$ cat src/rtl/instr_fetch_unit.sv
// Instruction fetch unit: sequential PC fetch from a combinational instruction memory
// into a small in-order prefetch buffer, with redirect, halt-at-end and misalignment fault.
module instr_fetch_unit #(
  parameter logic [31:0] RESET_PC   = 32'h0000_0000,
  parameter int unsigned IMEM_BYTES = 112,
  parameter int unsigned DEPTH      = 2
) (
  input  logic                     clk,
  input  logic                     reset,
  output logic [31:0]              imem_addr,
  input  logic [31:0]              imem_rdata,
  input  logic                     redirect_valid,
  input  logic [31:0]              redirect_pc,
  output logic                     out_valid,
  input  logic                     out_ready,
  output logic [31:0]              out_instr,
  output logic [31:0]              out_pc,
  output logic                     fault,
  output logic                     halted,
  output logic [$clog2(DEPTH):0]   count
);

  localparam int unsigned      PtrW   = $clog2(DEPTH);
  localparam logic [31:0]      LastPc = 32'(IMEM_BYTES - 4);
  localparam logic [PtrW:0]    Full   = (PtrW + 1)'(DEPTH);

  typedef enum logic [1:0] {StRun, StHalt, StFault} state_e;

  state_e            state_q, state_d;
  logic [31:0]       pc_q, pc_d;
  logic [PtrW-1:0]   rd_ptr_q, rd_ptr_d;
  logic [PtrW-1:0]   wr_ptr_q, wr_ptr_d;
  logic [PtrW:0]     count_q, count_d;
  logic [31:0]       instr_mem_q [DEPTH];
  logic [31:0]       pc_mem_q    [DEPTH];
  logic              push;
  logic              pop;
  logic              flush;

  always_comb begin
    state_d = state_q;
    pc_d    = pc_q;
    push    = 1'b0;
    pop     = out_valid && out_ready;
    flush   = 1'b0;

    if (redirect_valid) begin
      // Redirect wins over everything: drop buffered work and any pop this cycle.
      flush   = 1'b1;
      pop     = 1'b0;
      pc_d    = redirect_pc;
      state_d = (redirect_pc[1:0] != 2'b00) ? StFault : StRun;
    end else if (state_q == StRun) begin
      if (pc_q > LastPc) begin
        state_d = StHalt;
      end else if ((count_q < Full) || pop) begin
        push = 1'b1;
        pc_d = pc_q + 32'd4;
      end
    end
  end

  always_comb begin
    rd_ptr_d = rd_ptr_q;
    wr_ptr_d = wr_ptr_q;
    count_d  = count_q;
    if (flush) begin
      rd_ptr_d = '0;
      wr_ptr_d = '0;
      count_d  = '0;
    end else begin
      if (pop) begin
        rd_ptr_d = rd_ptr_q + PtrW'(1);
      end
      if (push) begin
        wr_ptr_d = wr_ptr_q + PtrW'(1);
      end
      if (push && !pop) begin
        count_d = count_q + (PtrW + 1)'(1);
      end else if (pop && !push) begin
        count_d = count_q - (PtrW + 1)'(1);
      end
    end
  end

  always_ff @(posedge clk) begin
    if (reset) begin
      state_q  <= StRun;
      pc_q     <= RESET_PC;
      rd_ptr_q <= '0;
      wr_ptr_q <= '0;
      count_q  <= '0;
    end else begin
      state_q  <= state_d;
      pc_q     <= pc_d;
      rd_ptr_q <= rd_ptr_d;
      wr_ptr_q <= wr_ptr_d;
      count_q  <= count_d;
    end
  end

  // Payload storage needs no reset: outputs are gated by out_valid.
  always_ff @(posedge clk) begin
    if (!reset && push) begin
      instr_mem_q[wr_ptr_q] <= imem_rdata;
      pc_mem_q[wr_ptr_q]    <= pc_q;
    end
  end

  assign imem_addr = pc_q;
  assign count     = count_q;
  assign out_valid = (count_q != '0);
  assign out_instr = out_valid ? instr_mem_q[rd_ptr_q] : '0;
  assign out_pc    = out_valid ? pc_mem_q[rd_ptr_q] : '0;
  assign fault     = (state_q == StFault);
  assign halted    = (state_q == StHalt);

endmodule

$ cat config.mk
export PLATFORM = sky130hd
export DESIGN_NAME = instr_fetch_unit
export DESIGN_NICKNAME = d
export VERILOG_FILES = /design/src/rtl/instr_fetch_unit.sv
export SDC_FILE = /design/constraint.sdc
export NUM_CORES = 1
export LEC_CHECK = 0
export ABC_AREA = 1
export CORE_MARGIN = 1
export CORE_UTILIZATION = 40
export DETAILED_ROUTE_END_ITERATION = 10
export GPL_TIMING_DRIVEN = 0
export PLACE_DENSITY_LB_ADDON = 0.08
export SLEW_MARGIN = 10
export SYNTH_ARGS = -nofsm -noshare
export SYNTH_HDL_FRONTEND = slang
export SYNTH_SLANG_ARGS = --single-unit
$ cat constraint.sdc
create_clock -name clk -period 7.1 [get_ports clk]
set_clock_uncertainty 0.15 [all_clocks]
set_input_delay 2.13 -clock clk [delete_from_list [all_inputs] [get_ports clk]]
set_output_delay 2.13 -clock clk [all_outputs]
set_load 0.05 [all_outputs]
* Word level (Yosys, flattened, before mapping)
Memory sizes are Yosys's and may differ from the RTL's. A register that Yosys moved wholly into a read port is not among the register bits.
Cells that the tools add are included.
W data, S select, Z words.
** Operators by class
- Equal/unequal tests :: 3
- $add $sub $neg :: 5
- Order comparisons :: 2
- Muxes and demuxes :: 24
- Reductions and logical operators :: 18
** Operator list (number)
- $mux W32 :: 6
- $add A32 B3 Y32 const B :: 1
- $gt A32 B7 Y1 const B :: 1
- $mux W1 :: 12
- $mux W2 :: 6
- $reduce_bool A2 Y1 :: 6
- $logic_and A1 B1 Y1 :: 4
- $logic_not A1 Y1 :: 3
- $reduce_and A3 Y1 :: 1
- $add A1 B1 Y1 const B :: 2
- $add A2 B1 Y2 const B :: 1
- $eq A2 B1 Y1 const B :: 1
- $eq A2 B2 Y1 const B :: 1
- $logic_not A2 Y1 :: 1
- $lt A2 B2 Y1 const B :: 1
- $ne A2 B2 Y1 const B :: 1
- $reduce_and A2 Y1 :: 1
- $reduce_or A2 Y1 :: 1
- $sub A2 B1 Y2 const B :: 1
- $logic_or A1 B1 Y1 :: 1
** Word-level totals
- Logic and storage cells :: 59
- Input port bits :: 68
- Memories kept :: 2
- Output and inout port bits :: 101
- Memory bits (writable) :: 128
- Register bits after elaboration :: 38
** Memories
- instr_mem_q :: words 2, width 32, read ports 1, clocked after Yosys merged registers in 1, write ports 1, RTL line 34 : logic [31:0] instr_mem_q [DEPTH];
- pc_mem_q :: words 2, width 32, read ports 1, clocked after Yosys merged registers in 1, write ports 1, RTL line 35 : logic [31:0] pc_mem_q [DEPTH];

* Longest topological paths before layout
- Word-level depth :: 11
- Mapped depth :: 13
- Depth with buffers taken out :: 12

* Least setup slack after synthesis
OpenSTA, ideal clock, no wires.
- Path kind :: in2reg
- Start point :: input out_ready
- End point :: memory instr_mem_q[1][0] (enable)
- Cell stages on the path :: 5
- Data arrival time :: 5.183 ns
- Slack :: 1.292 ns
- Cells stage by stage :: inv_1 -> a21oi_1 -> nand3_4 -> buf_6 -> nor3_2
** On the way
- Word-level cells in the longest chain between the ends :: 9
** RTL lines
- from (decl) :: RTL line 15 : input logic out_ready,
- $logic_and A1 B1 Y1 :: RTL line 44 : pop = out_valid && out_ready;
- $logic_or A1 B1 Y1 :: RTL line 56 : end else if ((count_q < Full) || pop) begin
- $mux W1 :: RTL line 56
- $mux W1 :: RTL line 54 : if (pc_q > LastPc) begin
- $mux W1 :: RTL line 53 : end else if (state_q == StRun) begin
- $mux W1 :: RTL line 47 : if (redirect_valid) begin
- $logic_and A1 B1 Y1 :: RTL line 104 : if (!reset && push) begin
- $mux W1 :: RTL line 104
- $mux W1 (not written as such) :: RTL line 105 : instr_mem_q[wr_ptr_q] <= imem_rdata;
- to (decl) :: RTL line 34
Every way passes these cells.

* Final worst setup path
- Start point :: register count_q[1], in the netlist count[1]
- End point :: output out_pc[29]
** On the way
- Word-level cells in the longest chain between the ends :: 2
** RTL lines
- from (decl) :: RTL line 33 : logic [PtrW:0] count_q, count_d;
- from (signal assigned) :: RTL line 98 : count_q <= count_d;
- $reduce_bool A2 Y1 :: RTL line 112 : assign out_valid = (count_q != '0);
- $mux W32 :: RTL line 114 : assign out_pc = out_valid ? pc_mem_q[rd_ptr_q] : '0;
- to (decl) :: RTL line 17 : output logic [31:0] out_pc,
Every way passes these cells.

==> results.toml <==
[status]
status = "completed"

[sta]
tns_ps = 0
fin_crit_ps = 5237
worstMarginPinSlew_ps = 856.3
setup-violations-final = 0
rsz0062_at_grt = "false"
maxSlewViolCount = 0
max-slew-margin-rel_pct = 42.73
period_share_pct = 73.76
timing.final.ws_setup_ps = 1863
hold_viol_final = 0
max_freq_mhz = 191.0

[route]
drtIter0Drc = 293
vias_per_cell = 4.820
ant_nets = 0
wire_per_inst_microns = 16.04
first_pass_iters = 4
vias = 4801
drc = 0
wl_microns = 15980

[synthesis]
synth_nets = 643
synth_top_cells_by_area = "edfxtp_1 (60%), dfxtp_1 (12%), nand2_1 (10%)"
synth_area_per_cell_sq_um = 11.27
seq_area_frac_synth_pct = 71.64
yosysWarnings = 0
yosys.area.top_type = "edfxtp_1"
netlist_area_sq_mm = 0.006455
yosys.area.top_type_share_pct = 59.55
ys_seq_elements = 167
syn_inst = 573
ys_types = 30

[floorplan]
ios = 169
rows = 46
die_w_microns = 129.0
dieArea_sq_mm = 0.01665
die_h_microns = 129.0
start_util_pct = 40.78
coreArea_sq_mm = 0.01583

[placement]
pre_cts_slack_ps = 2251
post_dp_cell_area_sq_mm = 0.008579
io_buffer_count = 167
routabilityCongestion = 0.8012
dp_hpwl_microns = 11230

[global_route]
antenna_found_initial = 0
grt_pass1_vias = 4645
grt_pass1_wl_microns = 24410
grt_max_degree = 18
grt_util_all_layers_pct = 19.87
overflow = 0

[critical_path]
end_kind = "primary output"
required_ps = 4820
arrival_ps = 2960
crit_type = "reg -> out"
cp-start-kind = "flip-flop"
cp_max_fo = 10

[power]
total_power_mw = 2.159
leakage_nw = 3.230
peakVddDrop_mv = 0.1629
cellPowerDensity_mw_per_mm2 = 235.3

[clock_tree]
cts.sinks = 167
post_cts_buffers = 0
clockBufferDepth = 2
ctsResizeCount = 0
cts_hold_buf = 0
h-tree-depth = 4
cts_tree = "built"
cts.clk_slew.worst_paths_ps = 60
cts_buffers = 17
clk_latency_ps = 420
cts_root_buf = "clkbuf_16"

[cells_and_area]
antennaDiodeCount = 0
nFillCells = 1336
drive_gt1_share_pct = 5.897
fin_nets = 837
syn_to_final_growth_pct = 42.18
finalInstanceArea_sq_mm = 0.009178

[hold_path]
hold_class = "reg -> reg"

[flow_run]
maxCapViolCount = 0
-- cell usage after synthesis (all sizes together) --
cell type	n
a211oi	1
a21oi	98
a31oi	3
buf	14
clkbuf	20
clkinv	1
dfxtp	39
edfxtp	128
ha	2
inv	11
mux2i	1
nand2	178
nand3	34
nand4	1
nor2	26
nor3	3
o211ai	1
o21ai	7
o221ai	1
or2	2
xor2	2
-- final timing paths --
| check | cells after the start | slack (ps) | to | start |
|---|---|---|---|---|
| setup / recovery | 5 | 1860 | out_pc[29] | count[1] |
| hold / removal | 1 | 350 | rd_ptr_q | rd_ptr_q |
| setup reg to reg | 9 | 4230 | instr_mem_q[1][17] | imem_addr[2] |
| hold reg to reg | 1 | 350 | rd_ptr_q | rd_ptr_q |
-- through the flow --
step / utilization, % / instances / hold WS (ps)
final: 57.98 / 996 / 347.1
after global placement: 53.05 / 956 / 302.9
after CTS: 57.98 / 996 / 328.2
after detailed placement: 54.21 / 964 / 309.8
after global routing: 57.98 / 996 / 355.3
after floorplan: - / 573 / 289.5
-- sequential cells by signal, summed over array words and instances, names as in the netlist, named ones only --
| signal | flops |
|---|---|
| rd_ptr_q | 1 |
| count | 2 |
| instr_mem_q | 64 |
| state_q | 2 |
| wr_ptr_q | 1 |
| pc_mem_q | 64 |
| imem_addr | 32 |
-- cell families after synthesis --
group / share of synthesized area [%]
adder cells (fa/ha/maj): 0.3876
flip-flops: 71.64
AO/OA/AOI/OAI: 8.858
buffers and inverters: 3.043
XOR/XNOR: 0.2714
AND/OR/NAND/NOR: 15.64
multiplexers: 0.1551
-- power by group --
| part | internal (mW) | switching (mW) |
|---|---|---|
| clock | 0.566 | 0.353 |
| combinational | 0.0689 | 0.0923 |
| sequential | 1.06 | 0.0158 |
-- layout by cell type, fill, tap and decap left out, types with 3 or more instances in the layout --
cell / count
nand3_1: 33
nand2_1: 177
buf_6: 3
edfxtp_1: 128
buf_16: 4
buf_1: 10
dfxtp_1: 39
o21ai_0: 6
buf_8: 4
a31oi_1: 3
clkinv_1: 3
nor2_1: 24
clkbuf_16: 19
a21oi_1: 98
inv_1: 10
clkbuf_1: 24
clkdlybuf4s50_1: 167
-- worst max-delay path, stage by stage (launching register included) --
cell and delay (ps):
dfxtp_1 340, nor2_1 320, clkbuf_1 550, buf_1 470
a21oi_1 110, clkdlybuf4s50_1 730
-- cell type report --
type,count,area [sq um],share of cell area [%]
Multi-Input combinational cell,360,1647,17.94
Clock buffer,24,504.2,5.494
Sequential cell,167,4624,50.39
Clock inverter,8,93.84,1.022
Inverter,12,45.04,0.4908
Timing Repair Buffer,175,1842,20.07
Tap cell,216,270.3,2.945
Buffer,34,151.4,1.650
-- per-layer routing --
metal / share of wire [%] / routed length [microns] / up-vias / track usage, %
li1: - / - / 2375 / -
met1: 43 / 6862 / 2276 / 25.45
met2: 50 / 7959 / 135 / 33.07
met3: 6.0 / 962 / 15 / 4.789
met4: 1.2 / 196 / 0 / 7.059
met5: 0 / 0 / - / 0
Note: power is estimated with default switching activity, not from simulation.
